$ cat config.mk
export PLATFORM = sky130hd
export DESIGN_NAME = vmem_arbiter
export DESIGN_NICKNAME = d
export VERILOG_FILES = /design/src/rtl/vmem_pkg.sv /design/src/rtl/vmem_arbiter_starve_timer.sv /design/src/rtl/vmem_arbiter.sv
export SDC_FILE = /design/constraint.sdc
export NUM_CORES = 1
export LEC_CHECK = 0
export CAP_MARGIN = 20
export CORE_MARGIN = 5
export CORE_UTILIZATION = 30
export DETAILED_ROUTE_END_ITERATION = 12
export MAX_ROUTING_LAYER = met4
export PLACE_DENSITY_LB_ADDON = 0.25
export SYNTH_ARGS = -nofsm -noshare
export SYNTH_HDL_FRONTEND = slang
export SYNTH_SLANG_ARGS = --single-unit
$ cat constraint.sdc
create_clock -name clk -period 2.4 [get_ports clk]
set_clock_uncertainty 0.2 [all_clocks]
set_input_delay 0.24 -clock clk [delete_from_list [all_inputs] [get_ports clk]]
set_output_delay 0.24 -clock clk [all_outputs]
set_load 0.005 [all_outputs]
$ cat src/rtl/vmem_pkg.sv
// Shared types and helpers for the video memory arbiter.
// Optional build macro used by the arbiter: VMEM_ARB_STATS_EN.
package vmem_pkg;

  localparam int VMEM_ADDR_W = 19;
  localparam int VMEM_DATA_W = 24;

  typedef logic [VMEM_DATA_W-1:0] pixel_t;
  typedef logic [VMEM_ADDR_W-1:0] vmem_addr_t;

  // Framebuffer address from scan position: {h, v}
  function automatic vmem_addr_t vmem_addr(
    input logic [9:0] h,
    input logic [8:0] v
  );
    return {h, v[8:0]};
  endfunction

endpackage

$ cat src/rtl/vmem_arbiter_starve_timer.sv
// Writer starvation timer: counts consecutive denied writer cycles
// and raises force_gnt once the count reaches MAX_WAIT (0 = never).
module starve_timer #(
  parameter int MAX_WAIT = 8
) (
  input  logic clk,
  input  logic resetn,
  input  logic req,
  input  logic stall,
  input  logic done,
  output logic force_gnt
);

  localparam int CW = (MAX_WAIT < 1) ? 1 : $clog2(MAX_WAIT + 1);
  localparam logic [CW-1:0] MAXV = CW'(MAX_WAIT);

  logic [CW-1:0] cnt_q;
  logic [CW-1:0] cnt_d;

  assign force_gnt = (MAX_WAIT != 0) && (cnt_q == MAXV);

  // Clear on drop or handshake, otherwise saturating count of stalls
  always_comb begin
    cnt_d = cnt_q;
    if (!req || done) begin
      cnt_d = '0;
    end else if (stall && (cnt_q != MAXV)) begin
      cnt_d = cnt_q + 1'b1;
    end
  end

  // Counter register
  always_ff @(posedge clk) begin
    if (!resetn) begin
      cnt_q <= '0;
    end else begin
      cnt_q <= cnt_d;
    end
  end

endmodule

$ cat src/rtl/vmem_arbiter.sv
// Single-port video memory arbiter: display reads first, writer in
// idle cycles or when forced. Optional stats via VMEM_ARB_STATS_EN.
module vmem_arbiter
  import vmem_pkg::*;
#(
  parameter int ADDR_W   = VMEM_ADDR_W,
  parameter int DATA_W   = VMEM_DATA_W,
  parameter int MAX_WAIT = 8
) (
  input  logic              clk,
  input  logic              resetn,
  input  logic              disp_req,
  input  logic [ADDR_W-1:0] disp_addr,
  output logic [DATA_W-1:0] disp_data,
  output logic              disp_stale,
  input  logic              wr_valid,
  input  logic [ADDR_W-1:0] wr_addr,
  input  logic [DATA_W-1:0] wr_data,
  output logic              wr_ready,
  output logic              mem_en,
  output logic              mem_we,
  output logic [ADDR_W-1:0] mem_addr,
  output logic [DATA_W-1:0] mem_wdata,
  input  logic [DATA_W-1:0] mem_rdata
`ifdef VMEM_ARB_STATS_EN
  ,
  output logic [15:0]       stale_cnt,
  output logic [15:0]       force_cnt
`endif
);

  logic force_gnt;
  logic grant_w;
  logic grant_d;
  logic handshake;

  logic              rd_pend_q, rd_pend_d;
  logic              req_q, req_d;
  logic [DATA_W-1:0] data_q, data_d;
  logic              stale_q, stale_d;

  // Grants are held low during reset so the RAM stays idle
  assign grant_w   = resetn && (!disp_req || force_gnt);
  assign grant_d   = resetn && disp_req && !grant_w;
  assign handshake = wr_valid && grant_w;
  assign wr_ready  = grant_w;

  starve_timer #(
    .MAX_WAIT (MAX_WAIT)
  ) u_timer (
    .clk       (clk),
    .resetn    (resetn),
    .req       (wr_valid),
    .stall     (wr_valid && !grant_w),
    .done      (handshake),
    .force_gnt (force_gnt)
  );

  // RAM port drive from the winning requester
  always_comb begin
    mem_en    = 1'b0;
    mem_we    = 1'b0;
    mem_addr  = '0;
    mem_wdata = '0;
    unique case (1'b1)
      grant_d: begin
        mem_en   = 1'b1;
        mem_addr = disp_addr;
      end
      handshake: begin
        mem_en    = 1'b1;
        mem_we    = 1'b1;
        mem_addr  = wr_addr;
        mem_wdata = wr_data;
      end
      default: ;
    endcase
  end

  // Read return: fresh data, or hold and flag stale when denied
  always_comb begin
    rd_pend_d = grant_d;
    req_d     = disp_req;
    data_d    = data_q;
    stale_d   = stale_q;
    if (rd_pend_q) begin
      data_d  = mem_rdata;
      stale_d = 1'b0;
    end else if (req_q) begin
      stale_d = 1'b1;
    end
  end

  // Read return registers; reset drops any pending read
  always_ff @(posedge clk) begin
    if (!resetn) begin
      rd_pend_q <= 1'b0;
      req_q     <= 1'b0;
      data_q    <= '0;
      stale_q   <= 1'b0;
    end else begin
      rd_pend_q <= rd_pend_d;
      req_q     <= req_d;
      data_q    <= data_d;
      stale_q   <= stale_d;
    end
  end

  assign disp_data  = data_q;
  assign disp_stale = stale_q;

`ifdef VMEM_ARB_STATS_EN
  logic [15:0] stale_cnt_q, stale_cnt_d;
  logic [15:0] force_cnt_q, force_cnt_d;

  // Saturating event counters
  always_comb begin
    stale_cnt_d = stale_cnt_q;
    force_cnt_d = force_cnt_q;
    if (stale_q && (stale_cnt_q != 16'hFFFF)) begin
      stale_cnt_d = stale_cnt_q + 16'd1;
    end
    if (force_gnt && (force_cnt_q != 16'hFFFF)) begin
      force_cnt_d = force_cnt_q + 16'd1;
    end
  end

  // Counter registers
  always_ff @(posedge clk) begin
    if (!resetn) begin
      stale_cnt_q <= '0;
      force_cnt_q <= '0;
    end else begin
      stale_cnt_q <= stale_cnt_d;
      force_cnt_q <= force_cnt_d;
    end
  end

  assign stale_cnt = stale_cnt_q;
  assign force_cnt = force_cnt_q;
`endif

endmodule

==> run metrics, run 1 <==
status=finished, final reports clean; Pint=1.13 mW; Worst Hold Class=reg -> reg; Synth Instances=157; highest clock rate=437 MHz; clock buffer depth=2; die height=83.2 um; initial antenna violation count=0; main combinational cell family by area after synthesis=simple AND/OR/NAND/NOR gates; DR WL/cell=16.3 um; Yosys cell types=23; CP peak stage delay=0.33 ns; Initial Util=0.311; gr usage total=0.180; largest cells by area after synthesis=dfxtp_1 39%, mux2i_1 15%, a22o_1 10%; clock root buffer=clkbuf_8; CP Launch Type=flip-flop; max cap viols=0; antenna cells=0; syn nets=249; Slew headroom=0.729; Avg Cell Area, Syn=10.2 sq um; Mapped Area=0.00161 sq mm; via-per-instance ratio=4.32; Ys Warns=0; total CTS buffers=5; pwr/cell area=427 mW/mm^2; largest net degree at the start of global routing=46; GRT Residual Overflow=0; flops & latches, synth=31; endpoints failing hold=0; die width=83.2 um; Post-CTS Hold Buffers=0; crit path kind=reg -> out; Sw Ratio=0.215; commonest non-fill, non-tap cells in the layout=116 x clkdlybuf4s50_1, 43 x dlygate4sd2_1, 30 x dfxtp_1, 25 x and2_1; DR vias=1,690; I/O pin cnt=161; Seq pwr share=0.382; clock latency at the later pin of the worst-skew pair=0.28 ns; Core Util, Final=0.651; final number of max-transition violations=0; Die Footprint=0.00693 sq mm; share of cells above drive strength 1=0.0779; site row count=26; Buffers on Ports=160; commonest non-fill, non-tap cell in the layout=clkdlybuf4s50_1; CP max-delay cell=dfxtp_2; Worst EP arrival=1.85 ns; vias in the first global route=1,712; sw power=0.310 mW; slew at the pin with the worst max-slew slack=0.406 ns; mux contribution to synthesized area=0.149; CTS sink cnt=31; Synth Area in Compound Gates=0.114; core area=0.00517 sq mm; Post-DP HPWL=5.06 mm; Worst-path clk slew=0.07 ns; drt pass-1 iters=4; power share of the clock group=0.368; total wire length=6.39 mm; Worst VDD drop=0.000276 V; CP delay by family, top=buffers and inverters; CP Data Required Time=1.96 ns; sequential area share after synthesis=0.386; # H-tree levels=2; Final Critical Period=2.29 ns; RD Place Congestion=0.815; Synth Area in XOR/XNOR=0.0109; endpoint type of the worst setup path=primary output; first-pass GRT wire length=9.54 mm; CTS tree=yes; residual DRC count=0; CP max FO=22; RSZ-0062 raised after global routing=false; Cell Chain, Critical Path=inv_1, ha_2, nand3b_4, a21oi_4, buf_4, clkbuf_16, and2_1, dlygate4sd2_1; WP buf/inv=4; combinational power share=0.251; share of the synthesized area in the top cell type=0.386; Post-DRT Antenna Nets=0; area leader, netlist=dfxtp_1; Initial DRC Count=25; leakage=1.51 nW; Nets=412; Synth Area in Simple Gates=0.250; Syn-to-layout area delta=109%; Final Cycle Share=0.952; Synth Area in Adders=0.0156; Sum Neg Setup Slack=0 ns; Final setup viols=0
tightest hold or removal path: stages, from the launching register on:
cell	delay (ns)
dfxtp_1	0.31
nor2_1	0.09
nor3b_1	0.05
Yosys cell counts:
master / count
and2_1: 26
mux2i_1: 24
clkbuf_1: 2
nand2_1: 1
buf_4: 3
xor2_1: 1
buf_6: 7
nor3b_1: 1
xnor2_1: 1
nor2_1: 2
or2_2: 1
and3_1: 3
a22o_1: 19
nand3b_4: 1
nor2b_1: 24
nand3_1: 2
buf_2: 1
and2_4: 1
inv_1: 2
dfxtp_1: 31
ha_1: 2
nand2_2: 1
a21oi_4: 1
final cells by class:
type	instances	area, sq um
multi-input cells	111	872
clock inverters	2	35.0
well taps	70	87.6
inverters	2	7.51
repair buffers	169	1660
clock buffers	6	82.6
flip-flops and latches	31	622
fillers	449	1810
power groups by stage:
stage                     combinational, mW  clock (mW)  sequential (mW)
after global routing                  0.388       0.571            0.551
after detailed placement              0.381           0            0.560
after floorplan                       0.112           0            0.562
final                                 0.361       0.529            0.549
after CTS                             0.361       0.546            0.549
after global placement                0.376           0            0.559
per-stage QoR:
stage | setup WS [ns] | instances | area, sq um | power (mW) | hold slack (ns)
6_report | 0.114 | 391 | 3370 | 1.44 | 0.294
5_1_grt | 0.0141 | 391 | 3370 | 1.51 | 0.322
4_1_cts | -0.0972 | 389 | 3330 | 1.46 | 0.296
3_5_place_dp | 0.0334 | 381 | 3260 | 0.941 | 0.266
3_3_place_gp | 0.0335 | 381 | 3260 | 0.935 | 0.262
2_1_floorplan | 0.739 | 157 | 1610 | 0.674 | 0.174
cells by family after synthesis:
logic type                 count (synthesis)
xor gates and xnor gates                   2
muxes                                     24
and+or+nand+nor                           63
AOI/OAI and AO/OA                         20
buffers and inverters                     15
DFF                                       31
adders and majority gates                  2
metal layers:
metal / track usage / routed length, um / up-vias
met3: 0.0436 / 337 / 14
met4: 0.0758 / 176 / 0
met1: 0.173 / 2320 / 751
met2: 0.339 / 3550 / 65
met5: - / 0 / -
li1: - / - / 860
sequential cells by signal, indices dropped and copies added, names as in the netlist:
register and flops:
u_timer.cnt_q 4, req_q 1, rd_pend_q 1, disp_stale 1
disp_data 24
what timing repair did:
item	in CTS	in global routing
pin swaps	0	1
cloned	0	1
buffers inserted	0	1
setup endpoints to repair	44	2
resized for setup	45	2
worst paths after layout:
check	from	to	slack [ns]	cells past startpoint
max	u_timer.cnt_q[0]$_SDFFE_PP0P_	mem_wdata[16]	0.11	8
min	req_q$_SDFF_PN0_	disp_stale$_SDFFE_PP0P_	0.29	2
max reg2reg	u_timer.cnt_q[0]$_SDFFE_PP0P_	u_timer.cnt_q[0]$_SDFFE_PP0P_	0.92	6
min reg2reg	req_q$_SDFF_PN0_	disp_stale$_SDFFE_PP0P_	0.29	2
No activity file was read; power rests on OpenSTA's default activity.
==> inputs of run 2 (changes only) <==
--- a/config.mk
+++ b/config.mk
@@ -9,6 +9,7 @@
 export CORE_MARGIN = 5
 export CORE_UTILIZATION = 30
 export DETAILED_ROUTE_END_ITERATION = 12
+export GPL_TIMING_DRIVEN = 0
 export MAX_ROUTING_LAYER = met4
 export PLACE_DENSITY_LB_ADDON = 0.25
 export SYNTH_ARGS = -nofsm -noshare
==> run 2 against run 1 <==
Compared with the run above:
- register-to-register slack improved by 0.03 ns
- clock power fell by 27%
- routed wire length rose by 0.45%
- die area did not move
- non-clock buffer count rose by 13
- sequential power barely moved
- cell area rose by 2.0%
- combinational power rose by 4%
- fmax fell by 1.4%
- cell count rose by 3.3%
- critical path depth rose by 1
- total power fell by 9.0%
- critical path type unchanged
- largest power group unchanged
==> run metrics, run 2 (synthesis results as in run 1) <==
residual DRC count=0; hold depth=2; site row count=26; status=finished, final reports clean; endpoints failing hold=0; Worst-path clk slew=0.07 ns; cells on worst reg2reg path=6; commonest non-fill, non-tap cells in the layout=115 x clkdlybuf4s50_1, 32 x dlygate4sd2_1, 29 x dfxtp_1, 26 x and2_1; routed wl met3=293 um; Pint=1.01 mW; Sw Ratio=0.231; final number of max-transition violations=0; # H-tree levels=2; initial antenna violation count=0; die width=83.2 um; I/O pin cnt=161; core area=0.00517 sq mm; area of the multi-input gates=870 sq um; CP max FO=7; Storage cell area=623 sq um; total CTS buffers=5; Buffers on Ports=160; GRT Residual Overflow=0; crit path kind=reg -> out; Syn-to-layout area delta=114%; Final setup viols=0; endpoint type of the worst setup path=primary output; Sum Neg Setup Slack=0 ns; Post-DRT Antenna Nets=0; clock buffer depth=2; CTS tree=yes; highest clock rate=431 MHz; Worst Hold Class=reg -> reg; final setup margin=0.0816 ns; WL met2=3.68 mm; max cap viols=0; antenna cells=0; max FFs per register=24; sw power=0.302 mW; Worst EP arrival=1.88 ns; DR vias=1,732; RD Place Congestion=0.838; gr usage total=0.185; largest net degree at the start of global routing=11; Final Critical Period=2.32 ns; die height=83.2 um; Initial DRC Count=13; total wire length=6.42 mm; Worst VDD drop=0.000326 V; CP Data Required Time=1.96 ns; CP Launch Type=flip-flop; combinational power share=0.286; Slew headroom=0.788; Nets=425; power share of the clock group=0.295; clock latency at the later pin of the worst-skew pair=0.28 ns; slew at the pin with the worst max-slew slack=0.318 ns; Final Cycle Share=0.966; pwr/cell area=381 mW/mm^2; commonest non-fill, non-tap cell in the layout=clkdlybuf4s50_1; pre-CTS WS=-0.175 ns; Seq pwr share=0.419; drt pass-1 iters=4; Initial Util=0.311; Post-DP HPWL=5.24 mm; via-per-instance ratio=4.29; share of cells above drive strength 1=0.108; first-pass GRT wire length=9.86 mm; met1 WL=2.36 mm; top sig layer=met4; DR WL/cell=15.9 um; CTS sink cnt=31; Die Footprint=0.00693 sq mm; fillcell total=448; leakage=1.55 nW; vias in the first global route=1,755; clock root buffer=clkbuf_8
[run 2: changes by cell type in the layout (fill, tap and decap cells not counted), sizes merged]
cell,delta
clkbuf,+3
clkdlybuf4s50,-1
buf,+12
bufinv,-1
dlygate4sd2,-11
clkdlybuf4s15,+9
dlymetal6s2s,+2
[run 2: layout make-up]
| cell class | count | area share |
|---|---|---|
| flip-flops and latches | 31 | 0.181 |
| clock inverters | 1 | 0.00146 |
| multi-input cells | 111 | 0.253 |
| repair buffers | 169 | 0.479 |
| clock buffers | 7 | 0.0222 |
| well taps | 70 | 0.0255 |
| inverters | 2 | 0.00218 |
| plain buffers | 13 | 0.0357 |
[run 2: routing by layer]
layer  up-vias  global-route usage
met5         -                   -
met4         0              0.0654
met3        11              0.0406
met2        59               0.360
met1       778               0.178
li1        884                   -
[run 2: worst max-delay path, stage by stage (launching register included)]
cell and delay [ns]:
dfxtp_2 0.34, inv_1 0.05, ha_2 0.18, nand3b_4 0.09, a21oi_4 0.07, buf_12 0.14, buf_4 0.13, buf_6 0.12
a22o_1 0.22, dlygate4sd2_1 0.27
[run 2: metrics by stage]
| step | cell area, sq um | power (mW) | std cells | utilization | hold WS [ns] |
|---|---|---|---|---|---|
| 6_report | 3440 | 1.31 | 404 | 0.664 | 0.273 |
| 5_1_grt | 3440 | 1.38 | 404 | 0.664 | 0.293 |
| 4_1_cts | 3380 | 1.32 | 399 | 0.654 | 0.273 |
| 3_5_place_dp | 3300 | 0.945 | 387 | 0.638 | 0.265 |
| 3_3_place_gp | 3300 | 0.939 | 387 | 0.638 | 0.259 |
| 2_1_floorplan | 1610 | 0.674 | 157 | - | 0.174 |
[run 2: worst paths after layout]
kind / startpoint / end / slack [ns]
max: u_timer.cnt_q[1]$_SDFFE_PP0P_ / mem_addr[1] / 0.08
min: req_q$_SDFF_PN0_ / disp_stale$_SDFFE_PP0P_ / 0.27
max reg2reg: u_timer.cnt_q[0]$_SDFFE_PP0P_ / u_timer.cnt_q[0]$_SDFFE_PP0P_ / 0.95
min reg2reg: req_q$_SDFF_PN0_ / disp_stale$_SDFFE_PP0P_ / 0.27
[run 2: what timing repair did]
item                                    4_1_cts  5_1_grt
endpoints found under the setup margin       45        4
pin swaps                                     1        2
buffers inserted                              3        5
hold buffers                                  0        0
cloned                                        1        0
hold endpoints to repair                      0        0
resized for setup                            48       16
[run 2: power by group through the flow]
stage	logic, mW	registers, mW	clock network, mW
after floorplan	0.112	0.562	0
after global placement	0.379	0.559	0
after detailed placement	0.385	0.560	0
after CTS	0.373	0.549	0.398
after global routing	0.402	0.551	0.425
final	0.375	0.549	0.386
==> inputs of run 3 (changes only) <==
--- a/config.mk
+++ b/config.mk
@@ -12,6 +12,7 @@
 export GPL_TIMING_DRIVEN = 0
 export MAX_ROUTING_LAYER = met4
 export PLACE_DENSITY_LB_ADDON = 0.25
+export REMOVE_ABC_BUFFERS = 1
 export SYNTH_ARGS = -nofsm -noshare
 export SYNTH_HDL_FRONTEND = slang
 export SYNTH_SLANG_ARGS = --single-unit
==> run 3 against run 2 <==
Compared with the run above:
- worst setup slack worse by 0.020 ns
- cell area up 2.3%
- register-to-register slack worse by 0.11 ns
- hold slack worse by 0.046 ns
- first-iteration DRC count up 130%
- combinational power about the same
- die area unchanged
- critical endpoint is now mem_wdata[0]
==> run metrics, run 3 (synthesis results as in run 1) <==
Final Critical Period=2.34 ns; Tot Pwr=1.38 mW; GRT Residual Overflow=0; Worst R2R Setup Slack=0.84 ns; Initial Util=0.311; busiest grt layer=met2; WHS=0.228 ns; RD Place Congestion=0.841; share of cells above drive strength 1=0.128; WP buf/inv=2; Worst-path clk slew=0.06 ns; Sum Neg Setup Slack=0 ns; Cell Chain, Critical Path=inv_2, ha_4, nand3b_4, a21oi_4, and2_4, clkdlybuf4s50_1; CP max-delay cell=clkdlybuf4s50_1; pwr/cell area=393 mW/mm^2; I/O pin cnt=161; residual DRC count=0; CP Launch Type=flip-flop; status=finished, final reports clean; pre-CTS WS=-1.02 ns; area of the multi-input gates=947 sq um; crit path kind=reg -> out; # H-tree levels=2; met1 Track Usage GR=0.192; Worst EP arrival=1.90 ns; Nets=426; CP delay by family, top=buffers and inverters; clock buffer depth=2; endpoints failing hold=0; Buffers on Ports=160; met2 Usage GRT=0.337; vias in the first global route=1,932; CTS sink cnt=31; first-pass GRT wire length=10.1 mm; Core Util, Final=0.679; initial antenna violation count=0; Final Cycle Share=0.974; CP Data Required Time=1.96 ns; CP peak stage delay=0.50 ns; core area=0.00517 sq mm; commonest non-fill, non-tap cell in the layout=clkdlybuf4s50_1; Syn-to-layout area delta=118%; Post-DP HPWL=4.97 mm; antenna cells=0; max FFs per register=24; Slew headroom=0.570; Post-CTS Hold Buffers=0; clock root buffer=clkbuf_8; final number of max-transition violations=0; CP max FO=6; Storage cell area=623 sq um; via-per-instance ratio=4.46; drt pass-1 iters=4; gr usage total=0.192; site row count=26; met3 Resource Use GR=0.0911; Worst VDD drop=0.000247 V; max cap viols=0; final setup margin=0.0618 ns; CTS tree=yes; endpoint type of the worst setup path=primary output; Final setup viols=0; Initial DRC Count=30; Die Footprint=0.00693 sq mm; total CTS buffers=5; Worst Hold Class=in -> reg; total wire length=6.74 mm; largest net degree at the start of global routing=30; highest clock rate=428 MHz; commonest non-fill, non-tap cells in the layout=120 x clkdlybuf4s50_1, 33 x dlygate4sd2_1, 29 x dfxtp_1; fillcell total=418; die width=83.2 um; DR vias=1,807; DR WL/cell=16.6 um; RSZ-0062 raised after global routing=true; clock latency at the later pin of the worst-skew pair=0.28 ns; leakage=1.58 nW; die height=83.2 um; Post-DRT Antenna Nets=0; slew at the pin with the worst max-slew slack=0.645 ns
==> run 3: changes by cell type in the layout (fill, tap and decap cells not counted), sizes merged, moves of 2 or more <==
cell	previous run	this run
a21oi	1	4
clkbuf	10	8
clkdlybuf4s15	9	2
clkdlybuf4s50	115	120
==> run 3: worst paths after layout <==
| path | from | endpoint | depth (start not counted) |
|---|---|---|---|
| worst min register to register | req_q$_SDFF_PN0_ | disp_stale$_SDFFE_PP0P_ | 2 |
| worst max-delay path | u_timer.cnt_q[0]$_SDFFE_PP0P_ | mem_wdata[0] | 6 |
| worst max register to register | rd_pend_q$_SDFF_PN0_ | disp_data[10]$_SDFFE_PN0P_ | 3 |
| worst min-delay path | resetn | u_timer.cnt_q[1]$_SDFFE_PP0P_ | 3 |
==> run 3: layout make-up <==
type,count,share of cell area
inverter,2,0.00214
sequential,31,0.177
timing repair buffer,179,0.498
clock buffer,8,0.0285
tap,70,0.0249
multi-input combinational,115,0.270
==> run 3: per-stage QoR <==
step           area, sq um  instances
2_1_floorplan         1500        144
3_3_place_gp          3180        374
3_5_place_dp          3210        375
4_1_cts               3370        390
5_1_grt               3510        405
6_report              3510        405
==> run 3: worst register-to-register path, stage by stage (launching register included) <==
cell	delay (ns)
dfxtp_1	0.73
buf_16	0.25
mux2i_1	0.21
nor2b_1	0.06
==> run 3: layer usage <==
| metal | routed length, um | vias to the layer above |
|---|---|---|
| li1 | - | 889 |
| met1 | 2420 | 816 |
| met2 | 3440 | 97 |
| met3 | 832 | 5 |
| met4 | 46 | 0 |
| met5 | 0 | - |
==> run 3: repair_timing <==
item | CTS | global route
gates resized for setup | 45 | 19
buffers inserted | 3 | 15
cloned | 4 | 0
endpoints found under the setup margin | 49 | 12
pin swaps | 9 | 4
==> run 3: where the power goes <==
group          leakage, nW  switching [mW]  internal [mW]  total (mW)
Combinational         1.27           0.111          0.267       0.378
Clock               0.0515           0.188          0.262       0.449
Sequential           0.255          0.0154          0.538       0.554
